[src/rtl/sram_bist_master_if.sv]
// SRAM request/acknowledge bus between the BIST master and the 16x4 SRAM port.
// Requests are single-cycle pulses; each is acknowledged one cycle later.
interface sram_bist_master_if #(
   parameter int ADDR_WIDTH = 4,
   parameter int DATA_WIDTH = 4
);
   logic                  write;
   logic                  read;
   logic [ADDR_WIDTH-1:0] write_addr;
   logic [ADDR_WIDTH-1:0] read_addr;
   logic [DATA_WIDTH-1:0] wr_data;
   logic [DATA_WIDTH-1:0] rd_data;
   logic                  wr_done;
   logic                  rd_done;

   modport master (
      output write, read, write_addr, read_addr, wr_data,
      input  rd_data, wr_done, rd_done
   );

   modport slave (
      input  write, read, write_addr, read_addr, wr_data,
      output rd_data, wr_done, rd_done
   );
endinterface

[src/rtl/sram_bist_master.sv]
// SRAM BIST master: pattern write / read-verify bursts over a wrapping range, 2 cycles per word.
// Waits up to TIMEOUT cycles per acknowledge, then aborts the burst and flags timeout_err.
module sram_bist_master #(
   parameter int ADDR_WIDTH = 4,
   parameter int DATA_WIDTH = 4,
   parameter int TIMEOUT    = 8
) (
   input  logic                  clk,
   input  logic                  rst,
   input  logic                  start,
   input  logic [1:0]            mode,
   input  logic [ADDR_WIDTH-1:0] base_addr,
   input  logic [ADDR_WIDTH:0]   len,
   input  logic [DATA_WIDTH-1:0] seed,
   sram_bist_master_if.master    sram,
   output logic                  busy,
   output logic                  done,
   output logic [ADDR_WIDTH:0]   err_count,
   output logic [ADDR_WIDTH-1:0] first_err_addr,
   output logic [DATA_WIDTH-1:0] first_err_data,
   output logic                  timeout_err
);

   localparam int CW = $clog2(TIMEOUT);
   localparam logic [CW-1:0]         WAIT_LAST = CW'(TIMEOUT - 1);
   localparam logic [CW-1:0]         WAIT_ONE  = CW'(1);
   localparam logic [ADDR_WIDTH:0]   LEFT_ONE  = {{ADDR_WIDTH{1'b0}}, 1'b1};
   localparam logic [ADDR_WIDTH-1:0] ADDR_ONE  = {{(ADDR_WIDTH-1){1'b0}}, 1'b1};

   typedef enum logic [2:0] {
      IDLE,
      WR_ISSUE,
      WR_WAIT,
      RD_ISSUE,
      RD_WAIT,
      FINISH
   } state_t;

   state_t                state, state_nx;
   logic [ADDR_WIDTH-1:0] word_addr, addr_nx;
   logic [ADDR_WIDTH:0]   words_left, left_nx;
   logic [CW-1:0]         wait_cnt, wait_nx;
   logic [1:0]            cmd_mode;
   logic [ADDR_WIDTH-1:0] cmd_base;
   logic [ADDR_WIDTH:0]   cmd_len;
   logic [DATA_WIDTH-1:0] cmd_seed;

   logic                  accept;
   logic                  mismatch;
   logic                  timeout_hit;
   logic [DATA_WIDTH-1:0] pat_seed;
   logic                  pat_inv;
   logic [DATA_WIDTH-1:0] wr_pat_nx;
   logic [DATA_WIDTH-1:0] rd_expect;

   logic                  write_q, read_q;
   logic [ADDR_WIDTH-1:0] write_addr_q, read_addr_q;
   logic [DATA_WIDTH-1:0] wr_data_q;

   assign sram.write      = write_q;
   assign sram.read       = read_q;
   assign sram.write_addr = write_addr_q;
   assign sram.read_addr  = read_addr_q;
   assign sram.wr_data    = wr_data_q;

   function automatic logic [DATA_WIDTH-1:0] pattern(
      input logic [ADDR_WIDTH-1:0] a,
      input logic [DATA_WIDTH-1:0] s,
      input logic                  inv
   );
      logic [DATA_WIDTH-1:0] p;
      p = DATA_WIDTH'(a) ^ s;
      return inv ? ~p : p;
   endfunction

   // The first write data is registered in the same edge the command is captured.
   assign pat_seed  = accept ? seed : cmd_seed;
   assign pat_inv   = accept ? (mode == 2'b11) : (cmd_mode == 2'b11);
   assign wr_pat_nx = pattern(addr_nx, pat_seed, pat_inv);
   assign rd_expect = pattern(word_addr, cmd_seed, cmd_mode == 2'b11);

   always_comb begin
      state_nx    = state;
      addr_nx     = word_addr;
      left_nx     = words_left;
      wait_nx     = wait_cnt;
      accept      = 1'b0;
      mismatch    = 1'b0;
      timeout_hit = 1'b0;
      case (state)
         IDLE: begin
            if (start) begin
               accept  = 1'b1;
               addr_nx = base_addr;
               left_nx = len;
               if (len == '0)
                  state_nx = FINISH;
               else if (mode == 2'b01)
                  state_nx = RD_ISSUE;
               else
                  state_nx = WR_ISSUE;
            end
         end
         WR_ISSUE: begin
            state_nx = WR_WAIT;
            wait_nx  = '0;
         end
         WR_WAIT: begin
            if (sram.wr_done) begin
               if (words_left > LEFT_ONE) begin
                  left_nx  = words_left - LEFT_ONE;
                  addr_nx  = word_addr + ADDR_ONE;
                  state_nx = WR_ISSUE;
               end else if (cmd_mode[1]) begin
                  left_nx  = cmd_len;
                  addr_nx  = cmd_base;
                  state_nx = RD_ISSUE;
               end else begin
                  state_nx = FINISH;
               end
            end else if (wait_cnt == WAIT_LAST) begin
               timeout_hit = 1'b1;
               state_nx    = FINISH;
            end else begin
               wait_nx = wait_cnt + WAIT_ONE;
            end
         end
         RD_ISSUE: begin
            state_nx = RD_WAIT;
            wait_nx  = '0;
         end
         RD_WAIT: begin
            if (sram.rd_done) begin
               mismatch = (sram.rd_data != rd_expect);
               if (words_left > LEFT_ONE) begin
                  left_nx  = words_left - LEFT_ONE;
                  addr_nx  = word_addr + ADDR_ONE;
                  state_nx = RD_ISSUE;
               end else begin
                  state_nx = FINISH;
               end
            end else if (wait_cnt == WAIT_LAST) begin
               timeout_hit = 1'b1;
               state_nx    = FINISH;
            end else begin
               wait_nx = wait_cnt + WAIT_ONE;
            end
         end
         FINISH:  state_nx = IDLE;
         default: state_nx = IDLE;
      endcase
   end

   always_ff @(posedge clk or posedge rst) begin
      if (rst) begin
         state          <= IDLE;
         word_addr      <= '0;
         words_left     <= '0;
         wait_cnt       <= '0;
         cmd_mode       <= '0;
         cmd_base       <= '0;
         cmd_len        <= '0;
         cmd_seed       <= '0;
         write_q        <= 1'b0;
         read_q         <= 1'b0;
         write_addr_q   <= '0;
         read_addr_q    <= '0;
         wr_data_q      <= '0;
         busy           <= 1'b0;
         done           <= 1'b0;
         err_count      <= '0;
         first_err_addr <= '0;
         first_err_data <= '0;
         timeout_err    <= 1'b0;
      end else begin
         state      <= state_nx;
         word_addr  <= addr_nx;
         words_left <= left_nx;
         wait_cnt   <= wait_nx;
         // Outputs are decoded from the next state so they line up with it.
         write_q    <= (state_nx == WR_ISSUE);
         read_q     <= (state_nx == RD_ISSUE);
         busy       <= state_nx inside {WR_ISSUE, WR_WAIT, RD_ISSUE, RD_WAIT};
         done       <= (state_nx == FINISH);
         if (state_nx == WR_ISSUE) begin
            write_addr_q <= addr_nx;
            wr_data_q    <= wr_pat_nx;
         end
         if (state_nx == RD_ISSUE)
            read_addr_q <= addr_nx;
         if (accept) begin
            cmd_mode       <= mode;
            cmd_base       <= base_addr;
            cmd_len        <= len;
            cmd_seed       <= seed;
            err_count      <= '0;
            first_err_addr <= '0;
            first_err_data <= '0;
            timeout_err    <= 1'b0;
         end
         if (mismatch) begin
            if (err_count == '0) begin
               first_err_addr <= word_addr;
               first_err_data <= sram.rd_data;
            end
            if (err_count != '1)
               err_count <= err_count + LEFT_ONE;
         end
         if (timeout_hit)
            timeout_err <= 1'b1;
      end
   end

endmodule

[src/flat_wrapper.sv]
// flat-port wrapper written by rule: the top's interface ports become plain ports
module sram_bist_master_flat 
#(
   parameter int ADDR_WIDTH = 4,
   parameter int DATA_WIDTH = 4,
   parameter int TIMEOUT    = 8
)
  (clk, rst, start, mode, base_addr, len, seed, busy, done, err_count, first_err_addr, first_err_data, timeout_err, sram_write, sram_read, sram_write_addr, sram_read_addr, sram_wr_data, sram_rd_data, sram_wr_done, sram_rd_done);
  sram_bist_master_if #(.ADDR_WIDTH(ADDR_WIDTH), .DATA_WIDTH(DATA_WIDTH)) sram_i ();
  input  logic clk;
  input  logic rst;
  input  logic start;
  input  logic [1:0] mode;
  input  logic [ADDR_WIDTH-1:0] base_addr;
  input  logic [ADDR_WIDTH:0] len;
  input  logic [DATA_WIDTH-1:0] seed;
  output logic busy;
  output logic done;
  output logic [ADDR_WIDTH:0] err_count;
  output logic [ADDR_WIDTH-1:0] first_err_addr;
  output logic [DATA_WIDTH-1:0] first_err_data;
  output logic timeout_err;
  output wire logic [$bits(sram_i.write)-1:0] sram_write;
  output wire logic [$bits(sram_i.read)-1:0] sram_read;
  output wire logic [$bits(sram_i.write_addr)-1:0] sram_write_addr;
  output wire logic [$bits(sram_i.read_addr)-1:0] sram_read_addr;
  output wire logic [$bits(sram_i.wr_data)-1:0] sram_wr_data;
  input wire logic [$bits(sram_i.rd_data)-1:0] sram_rd_data;
  input wire logic [$bits(sram_i.wr_done)-1:0] sram_wr_done;
  input wire logic [$bits(sram_i.rd_done)-1:0] sram_rd_done;
  assign sram_write = sram_i.write;
  assign sram_read = sram_i.read;
  assign sram_write_addr = sram_i.write_addr;
  assign sram_read_addr = sram_i.read_addr;
  assign sram_wr_data = sram_i.wr_data;
  assign sram_i.rd_data = sram_rd_data;
  assign sram_i.wr_done = sram_wr_done;
  assign sram_i.rd_done = sram_rd_done;
  sram_bist_master #(.ADDR_WIDTH(ADDR_WIDTH), .DATA_WIDTH(DATA_WIDTH), .TIMEOUT(TIMEOUT)) u_core (.clk(clk), .rst(rst), .start(start), .mode(mode), .base_addr(base_addr), .len(len), .seed(seed), .sram(sram_i), .busy(busy), .done(done), .err_count(err_count), .first_err_addr(first_err_addr), .first_err_data(first_err_data), .timeout_err(timeout_err));
endmodule
[config.mk]
export PLATFORM = sky130hd
export DESIGN_NAME = sram_bist_master_flat
export DESIGN_NICKNAME = d
export VERILOG_FILES = /design/src/rtl/sram_bist_master_if.sv /design/src/rtl/sram_bist_master.sv /design/src/flat_wrapper.sv
export SDC_FILE = /design/constraint.sdc
export NUM_CORES = 1
export LEC_CHECK = 0
export ABC_AREA = 1
export BUFFER_PORTS_ARGS = -buffer_cell sky130_fd_sc_hd__buf_2
export CORE_MARGIN = 2
export CORE_UTILIZATION = 55
export CTS_BUF_LIST = sky130_fd_sc_hd__clkbuf_2
export CTS_CLUSTER_DIAMETER = 50
export DETAILED_ROUTE_END_ITERATION = 7
export PLACE_DENSITY = 0.86
export RECOVER_POWER = 50
export SLEW_MARGIN = 10
export SYNTH_ARGS = -nofsm -noshare
export SYNTH_HDL_FRONTEND = slang
export SYNTH_SLANG_ARGS = --single-unit
export TNS_END_PERCENT = 1
[constraint.sdc]
create_clock -name clk -period 4.1 [get_ports clk]
set_clock_uncertainty 0.15 [all_clocks]
set_input_delay 1.025 -clock clk [delete_from_list [all_inputs] [get_ports clk]]
set_output_delay 1.025 -clock clk [all_outputs]
set_load 0.05 [all_outputs]
* Yosys cells after proc, flatten, opt, wreduce, memory -nomap -nowiden
Index checks and enable logic that the tools add are counted.
Cells by class: order comparisons 1, muxes and demuxes 51, bitwise gates (word level) 4, reduce and logical (&&, ||, !) cells 10, add/sub/neg operators 4, eq/ne operators 22
Operators by type and width (count):
- 2-to-1 mux 4 bit | 15
- 2-to-1 mux 5 bit | 9
- 2-to-1 mux 3 bit | 11
- one-hot mux 3 bit (5 select lines) | 1
- one-hot mux 5 bit (3 select lines) | 1
- equality test 3 x 2 -> 1 bit, second input constant | 4
- equality test 3 bit, second input constant | 4
- one-hot mux 4 bit (3 select lines) | 1
- zero test 5 bit | 2
- 2-to-1 mux 1 bit | 10
- != test 2 bit, second input constant | 5
- one-hot mux 3 bit (3 select lines) | 1
- NOT 4 bit | 2
- bitwise XOR 4 bit | 2
- equality test 3 x 1 -> 1 bit, second input constant | 2
- AND reduction 6 bit | 1
- nonzero test 3 bit | 2
- adder 5 x 1 -> 5 bit, second input constant | 1
- greater-than comparator 5 x 1 -> 1 bit, second input constant | 1
- != test 5 bit, second input constant | 1
- subtractor 5 x 1 -> 5 bit, second input constant | 1
- adder 4 x 1 -> 4 bit, second input constant | 1
- equality test 2 bit, second input constant | 2
- != test 4 bit | 1
- other kinds (11) | 11
Word-level totals: logic and storage cells 111, output and inout port bits 30, bits in registers 60, input port bits 24

* Depth between registers and ports, before layout
word-level depth 7, gate-level depth with buffers 13, depth with buffers taken out 13

* Worst setup path after synthesis
No wires, ideal clock.
path type input port to flip-flop, start in sram_rd_data[3], end reg u_core.err_count[0], stages 8, data required time 3.884 ns, slack 1.936 ns, arrival 1.948 ns, cell sequence inv_1 xor2_1 xor2_1 nand4_1 nand2_1 buf_4 nand2_1 nand2_1
On the way: cells in the longest elaborated chain, start to end 4
Ends and longest elaborated chain:
- from (decl) | RTL line flat_wrapper.sv:28 | input wire logic [$bits(sram_i.rd_data)-1:0] sram_rd_data;
- != test 4 bit | RTL line sram_bist_master.sv:134 | mismatch = (sram.rd_data != rd_expect);
- 2-to-1 mux 1 bit | RTL line sram_bist_master.sv:133 | if (sram.rd_done) begin
- 2-to-1 mux 1 bit | RTL line sram_bist_master.sv:90 | case (state)
- 2-to-1 mux 5 bit | RTL line sram_bist_master.sv:201 | if (mismatch) begin
- to (signal assigned) | RTL line sram_bist_master.sv:207 | err_count <= err_count + LEFT_ONE;
- to (decl) | RTL line sram_bist_master.sv:18 | output logic [ADDR_WIDTH:0] err_count,
Every way passes these cells. A chain may end at the register's enable or synchronous reset.

* Final worst setup path
start reg u_core.state[1], end reg u_core.read_addr_q[3], in the netlist u_core.sram.read_addr[3]
On the way: cells in the longest elaborated chain, start to end 4
Ends and longest elaborated chain:
- from (decl) | RTL line sram_bist_master.sv:39 | state_t state, state_nx;
- from (signal assigned) | RTL line sram_bist_master.sv:176 | state <= state_nx;
- 2-to-1 mux 3 bit | RTL line sram_bist_master.sv:121, sram_bist_master.sv:142
- 2-to-1 mux 3 bit, on equally long branches | RTL line sram_bist_master.sv:133, sram_bist_master.sv:109
- one-hot mux 3 bit (5 select lines) | RTL line sram_bist_master.sv:90
- equality test 3 x 2 -> 1 bit | RTL line sram_bist_master.sv:189 | if (state_nx == RD_ISSUE)
- to (signal assigned) | RTL line sram_bist_master.sv:190 | read_addr_q <= addr_nx;
- to (decl) | RTL line sram_bist_master.sv:57 | logic [ADDR_WIDTH-1:0] write_addr_q, read_addr_q;
Several ways; a longest one is shown, not always the timed one.

==> flow_summary.yaml <==
worst_hold_path:
  min_to: "u_core.cmd_len[1]$_DFFE_PP0P_"
  hp-class: "flop to flop"
  hold-path-cell-count: 2
  hp-start: "u_core.cmd_len[1]$_DFFE_PP0P_"
timing:
  period_share: 0.678
  relSlewSlack: 0.0277
  tightest_slew_ns: 1.46
  drv_slew: 0
  setup_violations: 0
  rsz0062_at_grt: "no"
  setup_tns_ns: 0
  setup_slack_ns: 1.32
  fmax_mhz: 360
  finalHoldViolations: 0
  final.min_clock_period_ns: 2.78
worst_setup_path:
  cpMaxStageDelayCell: "nand3_4"
  max_stage_delay_ns: 0.49
  r2r-start: "u_core.state[1]$_DFF_PP0_"
  critPathKind: "flop to flop"
  crit_fanout: 40
  reg2reg_depth: 9
  crit_family: "simple AND/OR/NAND/NOR gates"
  cp_common_cell: "nand2_1"
  worst_ep_arrival_time_ns: 3.10
  worstPathCellList: "nor2_1, nand3_4, inv_1, nand4_1, nand4_4, nand2_4, inv_2, nand2_1, nand2_1"
  reg2reg_slack_ns: 1.32
  crit_path_start_kind: "flop"
  critical_path_required_ns: 4.43
  path_buf_inv: 2
  r2r_end: "u_core.sram.read_addr[3]$_DFFE_PP0P_"
  critPathCaptureType: "flop"
logic_synthesis:
  ys.flop_type: "dfrtp_1"
  synth.cell_area_um2: 3700
  synth-async-reset-ratio: 1.00
  yosysUniqueCellTypes: 36
  synth_nets: 511
  ys_ff_latch: 60
  ys_warn_count: 0
  synth_edf_count: 0
  yosysSeqAreaShare: 0.406
  synthCells: 479
  syn_area_per_cell_um2: 7.72
clock_network:
  clock-root-buffer: "clkbuf_2"
  clock-sinks: 60
  cts_resized: 0
  clk_latency_ns: 0.52
  cts_buffer_depth: 2
  postCtsSetupBuffers: 0
  cts_tree: "yes"
  cts_made_buffers: 9
  holdBufCountCts: 0
  clk_pin_slew_ns: 0.20
  h-tree-depth: 3
placed_design:
  placedCellCount: 597
  placed_cell_area_um2: 3970
  dp_hpwl_um: 6100
  place.gp.congestion: 0.919
  port_buffers: 53
  place_ws_ns: 0.996
global_routing:
  grt_pass1_wl_um: 14400
  overflow: 0
  antenna_found_initial: 0
  grt_pass1_vias: 3134
  grt_max_degree: 61
  grt_use_total: 0.246
die:
  die_h_um: 86.0
  core_um2: 6420
  rows: 29
  fp.dieArea_um2: 7400
  num_io_pins: 54
  start_util: 0.576
  die_x_um: 86.0
detailed_routing:
  ant_nets: 0
  route.detailed.drc: 0
  vias: 3271
  routedWlPerCell_um: 13.7
  dr.first_iter.drc_count: 208
  highest_layer: "met4"
  dr.pass1.iters: 5
  wl_met1_um: 3800
  via_per_inst: 5.34
  dr_wl_met3_um: 618
  drt-total-wl_um: 8380
  route.met2.wl_um: 3790
pwr:
  p_switching_mw: 1.82
  p_seq_frac: 0.307
  pwr-share-comb: 0.578
  ir_drop_mv: 0.554
  p_int_mw: 1.53
  p_leak_nw: 2.34
  power_density_nw_per_um2: 828
  switching_share: 0.543
  p_clk_frac: 0.115
cells_and_area:
  final_cells: 613
  final_common_cell: "nand2_1"
  final_cell_mix: "nand2_1 (163), dfrtp_1 (60), buf_2 (53), inv_1 (48), nand3_1 (37)"
  design_area_um2: 4050
  drive_gt1_frac: 0.215
  n_antenna_cell: 0
  area_growth_pct: 9.61
  layout.nets: 563
outcome:
  outcome: "complete, no violations"
job:
  drv_cap: 0
==> worst register-to-register path: stages, from the launching register on <==
cell,delay (ns)
dfrtp_1,0.48
nor2_1,0.43
nand3_4,0.49
inv_1,0.46
nand4_1,0.22
nand4_4,0.23
nand2_4,0.10
inv_2,0.10
nand2_1,0.05
nand2_1,0.06
==> area by class of cell <==
class                           instances  area (µm²)
Clock inverter                          7        75.1
Clock buffer                            9        45.0
Fill cell                             565        2370
Sequential cell                        60        1500
Inverter                               58         223
Multi-Input combinational cell        348        1840
Timing Repair Buffer                   54         270
Tap cell                               77        96.3
==> synth_stat cells, drive strengths merged, types with 2 or more instances <==
library cell / n / area [µm²]
o211ai: 2 / 15.0
o21ai: 46 / 230
mux2: 2 / 22.5
xor2: 9 / 78.8
xnor2: 7 / 61.3
buf: 10 / 82.6
nand4: 9 / 86.3
a21oi: 7 / 35.0
inv: 57 / 219
dfrtp: 60 / 1500
clkbuf: 3 / 11.3
nand3: 45 / 280
nand2: 176 / 743
nor2: 29 / 163
a32oi: 2 / 17.5
ha: 8 / 100
==> flip-flops by register name, indices dropped and copies added, names as in the netlist <==
signal / cells
u_core.sram.read_addr: 4
u_core.cmd_mode: 2
u_core.sram.wr_data: 4
u_core.sram.write: 1
u_core.done: 1
u_core.err_count: 5
u_core.word_addr: 4
u_core.sram.write_addr: 4
u_core.cmd_base: 4
u_core.first_err_addr: 4
u_core.cmd_len: 5
u_core.wait_cnt: 3
u_core.busy: 1
u_core.first_err_data: 4
u_core.state: 3
u_core.cmd_seed: 4
u_core.words_left: 5
u_core.sram.read: 1
u_core.timeout_err: 1
==> worst max-delay path by stage <==
stage	from	cells after the start	endpoint	slack, ns
final	u_core.state[1]$_DFF_PP0_	9	u_core.sram.read_addr[3]$_DFFE_PP0P_	1.32
after global routing	u_core.cmd_mode[1]$_DFFE_PP0P_	7	u_core.err_count[1]$_DFF_PP0_	1.11
after global placement	sram_rd_data[0]	8	u_core.first_err_addr[1]$_DFF_PP0_	1.05
after CTS	u_core.cmd_mode[1]$_DFFE_PP0P_	7	u_core.err_count[0]$_DFF_PP0_	1.45
after detailed placement	sram_rd_data[2]	8	u_core.err_count[0]$_DFF_PP0_	1.0
after floorplan	rst	1	u_core.busy$_DFF_PP0_	1.44
==> power groups by stage <==
| stage | Combinational, mW | Sequential, mW | Clock [mW] |
|---|---|---|---|
| global route | 2.15 | 1.06 | 0.416 |
| detailed placement | 1.96 | 1.04 | 0 |
| CTS | 1.96 | 1.04 | 0.394 |
| floorplan | 1.30 | 1.32 | 0 |
| global placement | 1.90 | 1.04 | 0 |
| finish | 1.94 | 1.03 | 0.386 |
==> cell families (layout without fill, tap and decap cells) <==
family	count (synthesis)	in the layout	share of synthesized area
AO/OA/AOI/OAI	61	61	0.0890
flip-flops	60	60	0.406
multiplexers	2	2	0.00609
buffers and inverters	71	128	0.0856
AND/OR/NAND/NOR	261	261	0.348
adder cells (fa/ha/maj)	8	8	0.0271
XOR/XNOR	16	16	0.0379
==> per-stage QoR <==
step	util	hold slack (ns)	total power, mW
6_report	0.631	0.352	3.36
5_1_grt	0.631	0.387	3.63
4_1_cts	0.637	0.354	3.39
3_5_place_dp	0.619	0.314	3.00
3_3_place_gp	0.619	0.315	2.94
2_1_floorplan	-	0.294	2.63
==> metal layers <==
metal,vias up,global-route usage
met5,-,0
met4,0,0.114
met3,17,0.0549
met2,132,0.382
met1,1481,0.329
li1,1641,-
Note: power is estimated with default switching activity, not from simulation.
